$ cat src/rtl/memory_control.sv
// Arbitrates icache and dcache requests onto a single RAM port.
// Round-robin grant, per-transaction timeout, sticky error flag.
module memory_control #(
  parameter int TIMEOUT = 255
) (
  input  logic        CLK,
  input  logic        nRST,
  input  logic        iREN,
  input  logic [31:0] iaddr,
  input  logic        dREN,
  input  logic        dWEN,
  input  logic [31:0] daddr,
  input  logic [31:0] dstore,
  output logic        iwait,
  output logic        dwait,
  output logic [31:0] iload,
  output logic [31:0] dload,
  output logic        ramREN,
  output logic        ramWEN,
  output logic [31:0] ramaddr,
  output logic [31:0] ramstore,
  input  logic [31:0] ramload,
  input  logic [1:0]  ramstate,
  output logic        memerr
);

  localparam logic [1:0] IDLE  = 2'd0;
  localparam logic [1:0] DSERV = 2'd1;
  localparam logic [1:0] ISERV = 2'd2;

  localparam logic [1:0] RS_ACCESS = 2'd2;
  localparam logic [1:0] RS_ERROR  = 2'd3;

  localparam logic LG_D = 1'b0;
  localparam logic LG_I = 1'b1;

  localparam int CLG = $clog2(TIMEOUT + 1);
  localparam int CW  = (CLG > 8) ? CLG : 8;
  localparam logic [CW-1:0] TMAX = CW'(TIMEOUT);

  logic [1:0]    state;
  logic [1:0]    state_n;
  logic          lastgrant;
  logic          lastgrant_n;
  logic [CW-1:0] cnt;
  logic [CW-1:0] cnt_n;
  logic [CW-1:0] cnt_inc;
  logic          memerr_n;

  logic dreq;
  logic ireq;
  logic acc;
  logic err;
  logic tmo;
  logic sreq;

  assign dreq    = dREN | dWEN;
  assign ireq    = iREN;
  assign acc     = (ramstate == RS_ACCESS);
  assign err     = (ramstate == RS_ERROR);
  assign cnt_inc = cnt + CW'(1);
  // this cycle is the TIMEOUT-th one spent waiting
  assign tmo     = (cnt_inc == TMAX);
  assign sreq    = (state == ISERV) ? ireq : dreq;

  assign iload = ramload;
  assign dload = ramload;

  // arbitration, completion, drop, error and timeout decisions
  always_comb begin
    state_n     = state;
    lastgrant_n = lastgrant;
    cnt_n       = '0;
    memerr_n    = memerr;
    unique case (state)
      IDLE: begin
        if (dreq && ireq) begin
          state_n = (lastgrant == LG_I) ? DSERV : ISERV;
        end else if (dreq) begin
          state_n = DSERV;
        end else if (ireq) begin
          state_n = ISERV;
        end
      end
      DSERV, ISERV: begin
        if (!sreq) begin
          state_n = IDLE;
        end else if (acc) begin
          state_n     = IDLE;
          lastgrant_n = (state == ISERV) ? LG_I : LG_D;
        end else if (err || tmo) begin
          state_n  = IDLE;
          memerr_n = 1'b1;
        end else begin
          cnt_n = cnt_inc;
        end
      end
      default: state_n = IDLE;
    endcase
  end

  // RAM strobes, address mux and cache stall signals
  always_comb begin
    iwait    = 1'b1;
    dwait    = 1'b1;
    ramREN   = 1'b0;
    ramWEN   = 1'b0;
    ramaddr  = '0;
    ramstore = '0;
    unique case (state)
      DSERV: begin
        ramaddr  = daddr;
        ramstore = dstore;
        ramWEN   = dWEN;
        ramREN   = dREN & ~dWEN;
        dwait    = ~(dreq & acc);
      end
      ISERV: begin
        ramaddr = iaddr;
        ramREN  = 1'b1;
        iwait   = ~(ireq & acc);
      end
      default: ;
    endcase
  end

  // state, round-robin memory, timeout counter and sticky error
  always_ff @(posedge CLK or negedge nRST) begin
    if (!nRST) begin
      state     <= IDLE;
      lastgrant <= LG_I;
      cnt       <= '0;
      memerr    <= 1'b0;
    end else begin
      state     <= state_n;
      lastgrant <= lastgrant_n;
      cnt       <= cnt_n;
      memerr    <= memerr_n;
    end
  end

endmodule

$ cat config.mk
export PLATFORM = sky130hd
export DESIGN_NAME = memory_control
export DESIGN_NICKNAME = d
export VERILOG_FILES = /design/src/rtl/memory_control.sv
export SDC_FILE = /design/constraint.sdc
export NUM_CORES = 1
export LEC_CHECK = 0
export BUFFER_PORTS_ARGS = -buffer_cell sky130_fd_sc_hd__buf_2
export CORE_AREA = 3 3 102 104
export DETAILED_ROUTE_END_ITERATION = 12
export DIE_AREA = 0 0 105 107
export PLACE_DENSITY = 0.55
export SLEW_MARGIN = 40
export SYNTH_ARGS = -nofsm -noshare
export SYNTH_HDL_FRONTEND = slang
export SYNTH_SLANG_ARGS = --single-unit
$ cat constraint.sdc
create_clock -name CLK -period 2.05 [get_ports CLK]
set_input_delay 0.41 -clock CLK [delete_from_list [all_inputs] [get_ports CLK]]
set_output_delay 0.41 -clock CLK [all_outputs]
set_load 0.01 [all_outputs]
Word-level counts from Yosys, hierarchy flattened
Cells that the tools add are included.

Add/subtract/negate cells: 1. Multipliers: 0. Div/mod/pow operators: 0. Magnitude comparators: 0. Equal/unequal tests: 7. Shift operators: 0. Multiplexer cells: 20. Bitwise logic cells: 8. Reduce and logical (&&, ||, !) cells: 7.

Operator list (count): $pmux 32 s2 (1); $mux 32 (1); $mux 8 (4); $mux 2 (7); $add 8x1->8 const B (1); $eq 8x8->1 const B (1); $ne 4x4->1 const B (2); $eq 2x2->1 const B (3); $mux 1 (5); $not 1->1 (4); $pmux 2 s2 (1); $reduce_and 4->1 (1); $and 1x1->1 (3); $reduce_and 3->1 (1); $eq 2x1->1 const B (1); $logic_not 2->1 (1); $pmux 1 s2 (1); $reduce_and 2->1 (1); $reduce_or 2->1 (1); $logic_and 1x1->1 (1); $logic_or 1x1->1 (1); $or 1x1->1 (1).

Register bits: 12. Latch bits: 0. Memory bits (writable): 0. Bits in read-only memories: 0. Input bits: 135. Memories: 0.

Longest topological paths before layout
Depth after elaboration: 7. Depth in mapped cells: 8.

Worst setup path before layout
Ideal clock, no wire load.

Path kind: register to register. Start point: reg state[0]. End point: reg state[1]. Arrival time: 1.783 ns. Required time: 1.930 ns. Path slack: 0.147 ns. Stages on the path, launching flop included: 8. Buffers on the path: 1. Cells stage by stage: dfrtp_1 -> inv_1 -> ha_1 -> clkbuf_1 -> nand4b_4 -> a211oi_1 -> nor2_2 -> a41o_1.

Longest elaborated chain between the ends: 4.

Ends and longest elaborated chain: start, declared (RTL line 41) `logic [1:0] state;`; start signal, assigned (RTL line 135) `state <= state_n;`; $eq 2x2->1 / $eq 2x1->1 (equally long branches) (RTL line 64, 75); $mux 1 / $reduce_or 2->1 (equally long branches) (RTL line 64, 75); $ne 4x4->1 (no line) / $mux 2 (equally long branches); $reduce_and 2->1 (no line) / $pmux 2 s2 (equally long branches).

Parallel ways exist; a longest one is shown, timed or not. A chain may end at the register's enable or synchronous reset.

Worst setup path in the final report
Start point: reg state[1]. End point: out ramaddr[12].

Longest elaborated chain between the ends: 2.

Ends and longest elaborated chain: $eq 2x2->1 / $eq 2x1->1 (equally long branches) (RTL line 110) `unique case (state)`; $pmux 32 s2 (*) (RTL line 110); end, declared (RTL line 20) `output logic [31:0] ramaddr,`.

Every way passes the cells marked *; elsewhere a longest branch is shown, timed or not.

==> summary.txt <==
STA
  • Clock skew: 4.49 ps
  • Setup ws final: 56.3 ps
  • Fin crit period: 1990 ps
  • Fin. Hold Viols: 0
  • Max-slew violations: 0
  • Setup violators final: 0
  • Worst Max-Slew Pin Slew: 430 ps
  • Max Freq: 502 MHz
  • Final TNS setup: 0 ps
  • Period utilisation layout: 0.973
  • Max-slew headroom: 0.711

Power and ir drop
  • Clk pwr share: 0.095
  • Switching Fraction: 0.452
  • Reported leakage power: 1.41 nW
  • Internal power: 1.53 mW
  • Psw: 1.27 mW
  • Gate power share: 0.792
  • Maximum vdd ir drop: 0.000354 V
  • Power Density: 1010 mW/mm2
  • Seq pwr share: 0.113

Critical path
  • Crit end category: output pin
  • CP startpoint: state[1]$_DFFE_PN0P_
  • CP startpoint kind: flip-flop
  • CP peak stage delay: 400 ps
  • Worst endpoint required time: 1640 ps
  • Critical path peak fanout: 16
  • CP max stage cell: dfrtp_1
  • Worst R2R Start: state[1]$_DFFE_PN0P_
  • Crit-path cells: buf_4 -> ha_4 -> clkbuf_16 -> a22oi_1 -> nor2b_1 -> buf_2
  • Worst Path Arrival: 1580 ps
  • Setup Crit Path Kind: reg -> out

Logic synthesis
  • Synth top area share: 0.239
  • Gate Count Post-Synth: 263
  • Dominant cells by area after synthesis: buf_4, dfrtp_1, a22oi_1, and2_1, nor2b_1
  • Synth cell types: 42
  • Yosys warnings: 0
  • Mean Syn Cell Area: 7.63 um2
  • Seq cells post-synth: 12
  • Synthesized cell area: 0.00201 mm2
  • Most frequent cell after synthesis: buf_4
  • Mapped Nets: 403
  • Post-synthesis sequential area ratio: 0.150
  • Yosys top cell by area: buf_4
  • Asr flop ratio synth: 1.00
  • Top_reg_cell synth: dfrtp_1
  • Post-synth EDFFs: 0
  • Synth top cells by count: buf_4, and2_1, a22oi_1, nor2b_1, clkbuf_1

GRT
  • Pin count of the biggest net entering global routing: 37
  • First-pass GRT wire length: 12.1 mm
  • Total GRT Usage: 0.133
  • Vias in the first global route: 2065
  • Initial antenna violation count: 0
  • Top Usage Layer GRT: met2
  • GR met1 Demand/Resource: 0.155
  • Met2 GRT Util: 0.246
  • Met3 Track Usage GR: 0.0385
  • Total grt overflow: 0

Drt
  • Avg WL per Cell: 16.8 um
  • DRT Wirelength: 8.47 mm
  • First drt pass iteration count: 4
  • Routed Antenna Nets: 0
  • # DRC: 0
  • Initial DRC count: 105
  • Total number of vias: 2143
  • Via-to-Cell Ratio: 4.26

Status
  • Status: finished, final reports clean

Floorplan
  • Width of the die: 105 um
  • Die area: 0.0112 mm2
  • Initial core utilization: 0.208
  • I/O pin cnt: 268
  • Row cnt: 36
  • Core ar.: 0.00964 mm2
  • Chip height: 107 um

Final layout
  • Post-route insts no fill: 503
  • Fillers: 1063
  • Fin util: 0.287
  • Antenna diode count: 0
  • Area Growth Syn to Fin: 37.8%
  • Share of cells above drive strength 1: 0.562
  • # nets final: 511

Clock tree
  • CTS clk-pin slew, worst paths: 60 ps
  • CTS tree: yes
  • Clock root buffer: clkbuf_8
  • H-tree Lvls: 1
  • Clock Tree Buf Depth: 2
  • Clk Latency, worst-skew pair: 240 ps
  • Clock sinks: 12
  • Num CTS Buffers: 3

Place
  • # placed instances: 496
  • RePlAce Congestion: 0.791
  • Post-Place Worst Slack: 119 ps
  • Final HPWL from detailed placement: 6.80 mm
  • # port buffers: 171

Worst hold path
  • Hold Path Class: in -> async

Run
  • Maxcap violations: 0
metal layers:
metal | up-vias | wire, um
met4 | 0 | 59
met1 | 983 | 3180
li1 | 1036 | -
met5 | - | 0
met2 | 115 | 4580
met3 | 9 | 653
power groups by stage:
stage                     clock, mW  sequential [mW]  combinational, mW
after floorplan                   0            0.310               1.30
after global placement            0            0.316               1.96
after detailed placement          0            0.318               1.98
after CTS                     0.276            0.315               2.01
after global routing          0.288            0.322               2.44
final                         0.265            0.315               2.22
state kept, by name, summed over array words and instances, names as in the netlist:
| name | flops |
|---|---|
| cnt | 8 |
| state | 2 |
| memerr | 1 |
| lastgrant | 1 |
per-stage QoR:
step                      power [mW]  hold slack [ps]  cell area [um2]
after floorplan                 1.61              114             2010
after global placement          2.28              310             2580
after detailed placement        2.30              316             2580
after CTS                       2.60             48.5             2650
after global routing            3.05             54.2             2770
final                           2.80             47.6             2770
worst paths after layout:
kind / to / slack, ps / cells past startpoint
worst min register to register: memerr$_DFFE_PN0P_ / 510 / 2
worst max-delay path: ramaddr[12] / 60 / 6
worst max register to register: state[1]$_DFFE_PN0P_ / 90 / 7
min in group CLK: memerr$_DFFE_PN0P_ / 460 / 3
worst min-delay path: cnt[2]$_DFF_PN0_ / 50 / 1
max in group asynchronous: lastgrant$_DFFE_PN1P_ / 1720 / 1
cell type report:
cell class | count | area (um2) | share of cell area
tap | 133 | 166 | 0.0602
clock buffer | 4 | 55.1 | 0.0199
timing repair buffer | 182 | 1000 | 0.363
multi-input combinational | 167 | 1220 | 0.441
inverter | 5 | 18.8 | 0.00678
sequential | 12 | 302 | 0.109
cells in the final DEF, fill, tap and decap left out, types with 2 or more instances in the layout:
master and instances:
nand4_1 2, nand3b_1 2, xor2_1 4, buf_12 3, nor3b_1 2, dfrtp_1 11
ha_1 2, nand2_1 7, nand2b_1 3, a22oi_2 8, nor2b_1 32, ha_4 3
a21oi_1 5, a22oi_1 24, o21ai_0 2, nand3_1 3, buf_4 5, clkbuf_8 4
inv_1 3, and2_1 34, buf_2 171, inv_2 2, nor2_1 12
kinds of logic (layout without fill, tap and decap cells):
kind of cell,Yosys count,count (layout),synth area share
AND/OR/NAND/NOR,105,105,0.318
buffers and inverters,84,191,0.281
AO/OA/AOI/OAI,50,50,0.185
flip-flops,12,12,0.150
XOR/XNOR,6,6,0.0299
adder cells (fa/ha/maj),5,5,0.0312
multiplexers,1,1,0.00499
what timing repair did:
action                                  in CTS  in global routing
cloned                                       0                  1
endpoints found under the setup margin       6                 33
resized for setup                            2                 16
hold buffers                                 0                  0
endpoints found under the hold margin        0                  0
buffers inserted                             0                  2
critical path, delay by kind of cell (launching register included):
family / cells / cell delay [ps]
adder cells (fa/ha/maj): 1 / 190
flip-flops: 1 / 400
AO/OA/AOI/OAI: 1 / 200
AND/OR/NAND/NOR: 1 / 70
buffers and inverters: 3 / 490
(Power assumes the default switching activity.)
